==> src/rtl/qs_fifo_pkg.sv <==
// -----------------------------------------------------------------------------
// qs_fifo_pkg
// Types and default constants shared by the QS FIFO and its burst reader.
//   rd_state_t      : burst reader FSM state encoding
//   DEF_DATA_W      : default data word width
//   DEF_BURST_LEN   : default beats per burst
//   DEF_GAP_CYCLES  : default idle cycles between bursts
//   cnt_width()     : width of a counter that must reach max_val (min 1 bit)
// -----------------------------------------------------------------------------
package qs_fifo_pkg;

  typedef enum logic [1:0] {
    ST_IDLE  = 2'd0,
    ST_BURST = 2'd1,
    ST_GAP   = 2'd2
  } rd_state_t;

  localparam int DEF_DATA_W     = 8;
  localparam int DEF_BURST_LEN  = 4;
  localparam int DEF_GAP_CYCLES = 1;

  // $clog2(max_val+1), but never zero so a counter for max_val=0 still
  // has a legal (unused) 1-bit declaration.
  function automatic int cnt_width(input int max_val);
    return (max_val > 0) ? $clog2(max_val + 1) : 1;
  endfunction

endpackage

==> src/rtl/qs_out_stage.sv <==
// -----------------------------------------------------------------------------
// qs_out_stage
// Single output register for the burst reader. A load captures the popped
// FIFO word and raises valid; the beat is held unchanged until it is taken
// (valid_o & ready_i). A load while the held beat drains replaces it in the
// same edge, giving one beat per cycle.
// Optional feature macro: QS_FIFO_READER_PARITY_EN adds par_o, the XOR of
// the registered data word.
// Ports:
//   clk, reset  : clock, asynchronous active-high reset
//   load_i      : capture data_i/last_i at the next edge
//   data_i      : word to capture
//   last_i      : captured word is the final beat of the burst
//   ready_i     : downstream accepts the held beat
//   valid_o     : held beat is valid
//   data_o      : held beat data
//   last_o      : held beat is the final beat
//   par_o       : (parity build only) XOR of data_o
// -----------------------------------------------------------------------------
module qs_out_stage
  import qs_fifo_pkg::*;
#(
  parameter int DATA_W = DEF_DATA_W
) (
  input  logic              clk,
  input  logic              reset,
  input  logic              load_i,
  input  logic [DATA_W-1:0] data_i,
  input  logic              last_i,
  input  logic              ready_i,
  output logic              valid_o,
  output logic [DATA_W-1:0] data_o,
  output logic              last_o
`ifdef QS_FIFO_READER_PARITY_EN
  ,
  output logic              par_o
`endif
);

  logic              valid_q, valid_d;
  logic [DATA_W-1:0] data_q, data_d;
  logic              last_q, last_d;
`ifdef QS_FIFO_READER_PARITY_EN
  logic              par_q, par_d;
`endif

  always_comb begin
    valid_d = valid_q;
    data_d  = data_q;
    last_d  = last_q;
`ifdef QS_FIFO_READER_PARITY_EN
    par_d   = par_q;
`endif
    if (load_i) begin
      valid_d = 1'b1;
      data_d  = data_i;
      last_d  = last_i;
`ifdef QS_FIFO_READER_PARITY_EN
      par_d   = ^data_i;
`endif
    end else if (valid_q && ready_i) begin
      // Beat taken with nothing behind it: data/last may keep stale
      // values, they are only meaningful while valid is high.
      valid_d = 1'b0;
    end
  end

  always_ff @(posedge clk or posedge reset) begin
    if (reset) begin
      valid_q <= 1'b0;
      data_q  <= '0;
      last_q  <= 1'b0;
`ifdef QS_FIFO_READER_PARITY_EN
      par_q   <= 1'b0;
`endif
    end else begin
      valid_q <= valid_d;
      data_q  <= data_d;
      last_q  <= last_d;
`ifdef QS_FIFO_READER_PARITY_EN
      par_q   <= par_d;
`endif
    end
  end

  assign valid_o = valid_q;
  assign data_o  = data_q;
  assign last_o  = last_q;
`ifdef QS_FIFO_READER_PARITY_EN
  assign par_o   = par_q;
`endif

endmodule

==> src/rtl/qs_fifo_reader.sv <==
// -----------------------------------------------------------------------------
// qs_fifo_reader
// Reads bursts of BURST_LEN words from an upstream FIFO whose head word is
// visible combinationally (pop_data_i valid with pop_o) and streams them
// downstream over a valid/ready interface, marking the final beat with
// out_last_o. GAP_CYCLES idle cycles separate consecutive bursts.
// Optional feature macro: QS_FIFO_READER_PARITY_EN adds out_par_o.
// Ports:
//   clk, reset   : clock, asynchronous active-high reset
//   en_i         : permission to start a new burst (sampled in idle only)
//   empty_i      : upstream FIFO empty
//   pop_o        : pop upstream FIFO this cycle
//   pop_data_i   : upstream FIFO head word
//   out_valid_o  : downstream beat valid
//   out_ready_i  : downstream accepts beat
//   out_data_o   : beat data
//   out_last_o   : final beat of the burst
//   busy_o       : FSM not idle
//   out_par_o    : (parity build only) XOR of out_data_o
// -----------------------------------------------------------------------------
module qs_fifo_reader
  import qs_fifo_pkg::*;
#(
  parameter int DATA_W     = DEF_DATA_W,
  parameter int BURST_LEN  = DEF_BURST_LEN,
  parameter int GAP_CYCLES = DEF_GAP_CYCLES
) (
  input  logic              clk,
  input  logic              reset,
  input  logic              en_i,
  input  logic              empty_i,
  output logic              pop_o,
  input  logic [DATA_W-1:0] pop_data_i,
  output logic              out_valid_o,
  input  logic              out_ready_i,
  output logic [DATA_W-1:0] out_data_o,
  output logic              out_last_o,
  output logic              busy_o
`ifdef QS_FIFO_READER_PARITY_EN
  ,
  output logic              out_par_o
`endif
);

  localparam int PW = cnt_width(BURST_LEN);
  localparam int GW = cnt_width(GAP_CYCLES);

  localparam logic [PW-1:0] BURST_LEN_C = PW'(BURST_LEN);
  localparam logic [PW-1:0] LAST_IDX_C  = PW'(BURST_LEN - 1);
  localparam logic [PW-1:0] ONE_P       = PW'(1);
  localparam logic [GW-1:0] GAP_LAST_C  = (GAP_CYCLES > 0) ? GW'(GAP_CYCLES - 1) : '0;
  localparam logic [GW-1:0] ONE_G       = GW'(1);

  rd_state_t         state_q, state_d;
  logic [PW-1:0]     pops_done_q, pops_done_d;
  logic [GW-1:0]     gap_cnt_q, gap_cnt_d;
  logic              busy_q, busy_d;

  logic              pop;
  logic              last_pop;
  logic              last_xfer;

  // Pop only while the output register can take the word this edge:
  // either it is empty or its current beat leaves at the same edge.
  always_comb begin
    pop       = (state_q == ST_BURST) && !empty_i &&
                (!out_valid_o || out_ready_i) &&
                (pops_done_q < BURST_LEN_C);
    last_pop  = pop && (pops_done_q == LAST_IDX_C);
    last_xfer = out_valid_o && out_ready_i && out_last_o;
  end

  always_comb begin
    state_d     = state_q;
    pops_done_d = pops_done_q;
    gap_cnt_d   = gap_cnt_q;
    case (state_q)
      ST_IDLE: begin
        // Counters are held at zero while idle so every burst starts clean.
        pops_done_d = '0;
        gap_cnt_d   = '0;
        if (en_i && !empty_i) begin
          state_d = ST_BURST;
        end
      end
      ST_BURST: begin
        // en_i is ignored here: once started a burst always completes.
        if (pop) begin
          pops_done_d = pops_done_q + ONE_P;
        end
        if (last_xfer) begin
          if (GAP_CYCLES > 0) begin
            state_d   = ST_GAP;
            gap_cnt_d = '0;
          end else begin
            state_d   = ST_IDLE;
          end
        end
      end
      ST_GAP: begin
        if (gap_cnt_q == GAP_LAST_C) begin
          state_d = ST_IDLE;
        end else begin
          gap_cnt_d = gap_cnt_q + ONE_G;
        end
      end
      default: begin
        state_d = ST_IDLE;
      end
    endcase
    // Registered busy follows the state register exactly.
    busy_d = (state_d != ST_IDLE);
  end

  always_ff @(posedge clk or posedge reset) begin
    if (reset) begin
      state_q     <= ST_IDLE;
      pops_done_q <= '0;
      gap_cnt_q   <= '0;
      busy_q      <= 1'b0;
    end else begin
      state_q     <= state_d;
      pops_done_q <= pops_done_d;
      gap_cnt_q   <= gap_cnt_d;
      busy_q      <= busy_d;
    end
  end

  // pop is a function of state_q, so it is already 0 while reset holds
  // the FSM in idle.
  assign pop_o  = pop;
  assign busy_o = busy_q;

  qs_out_stage #(
    .DATA_W (DATA_W)
  ) u_out_stage (
    .clk     (clk),
    .reset   (reset),
    .load_i  (pop),
    .data_i  (pop_data_i),
    .last_i  (last_pop),
    .ready_i (out_ready_i),
    .valid_o (out_valid_o),
    .data_o  (out_data_o),
    .last_o  (out_last_o)
`ifdef QS_FIFO_READER_PARITY_EN
    ,
    .par_o   (out_par_o)
`endif
  );

endmodule

==> config.mk <==
export PLATFORM = sky130hd
export DESIGN_NAME = qs_fifo_reader
export DESIGN_NICKNAME = d
export VERILOG_FILES = /design/src/rtl/qs_fifo_pkg.sv /design/src/rtl/qs_out_stage.sv /design/src/rtl/qs_fifo_reader.sv
export SDC_FILE = /design/constraint.sdc
export NUM_CORES = 1
export LEC_CHECK = 0
export ABC_AREA = 1
export CORE_MARGIN = 2
export CORE_UTILIZATION = 25
export CTS_BUF_LIST = sky130_fd_sc_hd__clkbuf_2 sky130_fd_sc_hd__clkbuf_4 sky130_fd_sc_hd__clkbuf_8
export CTS_CLUSTER_SIZE = 25
export DETAILED_ROUTE_END_ITERATION = 6
export GPL_ROUTABILITY_DRIVEN = 0
export PLACE_DENSITY = 0.55
export SLEW_MARGIN = 30
export SYNTH_ARGS = -nofsm -noshare
export SYNTH_HDL_FRONTEND = slang
export SYNTH_SLANG_ARGS = --single-unit
export TNS_END_PERCENT = 20
==> constraint.sdc <==
create_clock -name clk -period 3.3 [get_ports clk]
set_input_delay 0.66 -clock clk [delete_from_list [all_inputs] [get_ports clk]]
set_output_delay 0.66 -clock clk [all_outputs]
set_load 0.005 [all_outputs]
==> flow_summary.json <==
{
  "ctsResizeCount": 0,
  "numPortBuffers": 24,
  "via_count": 557,
  "grt_pass1_vias": 551,
  "track_usage_pct": 9.79,
  "reg2regPathDepth": 3,
  "ant_nets": 0,
  "layout.nets": 119,
  "p_per_area_mw_per_mm2": 796,
  "die_y_um": 56.5,
  "dp_hpwl_um": 1050,
  "holdCritStartpoint": "u_out_stage.data_o[0]",
  "crit_fanout": 11,
  "wl_per_cell_um": 10.6,
  "synth_cells": 76,
  "hold_ws_ns": 0.499,
  "drive_gt1_share_pct": 8.82,
  "gr-max-usage-layer": "met2",
  "grtUsageMet1_pct": 13.4,
  "cts_root_buf": "clkbuf_4",
  "report.final.slew_viol_count": 0,
  "yosys_warnings": 0,
  "ys_types": 14,
  "post-cts-setup-buffers": 0,
  "critPathArrivalTime_ns": 2.05,
  "core_sq_mm": 0.00269,
  "groute.layer.met3.usage_pct": 2.76,
  "worst_slew_margin_rel_pct": 58.3,
  "irDropWorstVdd_uv": 387,
  "worst_pin_slew_ns": 0.625,
  "whs_path_depth": 2,
  "synthTopCellsByArea": "dfrtp_1 (58%), nand2_1 (21%), ha_1 (3.6%), inv_1 (2.7%), nand3_4 (2.5%)",
  "cap_viol_max_count": 0,
  "tritoncts": "built",
  "hold_end": "u_out_stage.data_o[0]",
  "regToRegEndpoint": "pops_done_q[2]",
  "clock_sinks": 16,
  "r2r_slack_ns": 2.22,
  "avgSynthCellArea_sq_um": 9.07,
  "rsz0062_at_grt": "no",
  "total_power_mw": 0.780,
  "path_class": "input port to output port",
  "antenna_found_initial": 0,
  "seq_area_frac_synth_pct": 58.1,
  "hold_path.class": "flip-flop to flip-flop",
  "rows": 19,
  "syn_area_sq_um": 689,
  "drcViolationCount": 0,
  "clk_pin_slew_ns": 0.09,
  "crit_required_ns": 2.64,
  "numCtsBuffers": 3,
  "grt-ovfl-total": 0,
  "skew_ns": 0.00786,
  "area_delta_synth_final_pct": 42.1,
  "min_period_ns": 2.71,
  "yosys.area.top_type": "dfrtp_1",
  "synth_fp_nets": 91,
  "final.period_utilization_pct": 82.2,
  "die_w_um": 56.5,
  "grt_pass1_wl_um": 2370,
  "max_freq_ghz": 0.368,
  "hold_viol_final": 0,
  "setup_viol": 0,
  "dr.first_iter.drc_count": 7,
  "synth_top_cell_area_share_pct": 58.1,
  "cts_max_level": 1,
  "insertedDiodeCount": 0,
  "wl_um": 1400,
  "start_util_pct": 25.7,
  "use_met2_pct": 14.5,
  "setup_tns_ns": 0,
  "p_leak_nw": 0.492,
  "cts-hold-fix-buffers": 0,
  "io_pins": 25,
  "clockBufferDepth": 2,
  "fp.dieArea_sq_mm": 0.00319,
  "endpoint_kind": "output port",
  "status": "complete, no violations",
  "clk_latency_ns": 0.28,
  "grt_start_max_net_pins": 17,
  "dr.pass1.iters": 4,
  "crit-reg2reg-launch": "pops_done_q[0]",
  "ys_ff_latch": 16,
  "critPathLaunchType": "input port",
  "fin_util_pct": 36.5,
  "vias_per_cell": 4.19
}
==> layout by cell type (no fill, tap or decap), types with 2 or more instances in the layout <==
cell type	n
inv_1	5
clkbuf_4	3
nand2_1	38
dfrtp_1	16
nor2_1	4
nand3_1	2
clkdlybuf4s50_1	24
inv_2	2
ha_1	2
==> sequential cells by signal, summed over array words and instances, names as in the netlist <==
signal and flops:
u_out_stage.data_o 8, state_q 2, pops_done_q 3, u_out_stage.valid_o 1, u_out_stage.last_o 1, busy_o 1
==> critical path: stages <==
cell and delay, ns:
clkdlybuf4s50_1 0.43, nor2_1 0.18, nand3_4 0.09, inv_2 0.15
clkdlybuf4s50_1 0.53
==> power by group <==
| part | internal (mW) | switching [mW] | leakage (nW) |
|---|---|---|---|
| clock | 0.0424 | 0.0593 | 0.0138 |
| sequential | 0.279 | 0.0489 | 0.198 |
| combinational | 0.195 | 0.156 | 0.281 |
==> cells in the mapped netlist, drive strengths merged <==
master / n
buf: 2
dfrtp: 16
ha: 2
inv: 7
nand2: 38
nand3: 3
nor2: 5
nor3: 1
o21ai: 1
o22ai: 1
==> area by class of cell <==
class / instances / area [sq um]
flip-flops and latches: 16 / 400
repair buffers: 25 / 248
fillers: 287 / 1710
clock buffers: 3 / 22.5
well taps: 31 / 38.8
inverters: 7 / 26.3
multi-input cells: 51 / 244
==> logic make-up after synthesis <==
family | share of synthesized area (%)
AO/OA/AOI/OAI | 2.54
adder cells (fa/ha/maj) | 3.63
buffers and inverters | 6.53
flip-flops | 58.1
AND/OR/NAND/NOR | 29.2
==> routing by layer <==
| layer | routed length, um | share of wire (%) |
|---|---|---|
| met5 | 0 | 0 |
| met4 | 15 | 1.1 |
| met3 | 103 | 7.3 |
| met2 | 620 | 44 |
| met1 | 665 | 47 |
==> per-stage QoR <==
stage                     instance area (sq um)  worst slack, ns  std cells
after floorplan                             689             1.53         76
after global placement                      957            0.563        130
after detailed placement                    957            0.570        130
after CTS                                   980            0.557        133
after global routing                        980            0.486        133
final                                       980            0.586        133
==> worst max path at each step <==
| stage | startpoint | endpoint | slack, ns |
|---|---|---|---|
| global route | empty_i | pop_o | 0.49 |
| detailed placement | empty_i | pop_o | 0.57 |
| CTS | empty_i | pop_o | 0.56 |
| global placement | empty_i | pop_o | 0.56 |
| finish | empty_i | pop_o | 0.59 |
| floorplan | empty_i | pop_o | 1.53 |
Power figures use the tool's default switching activity.
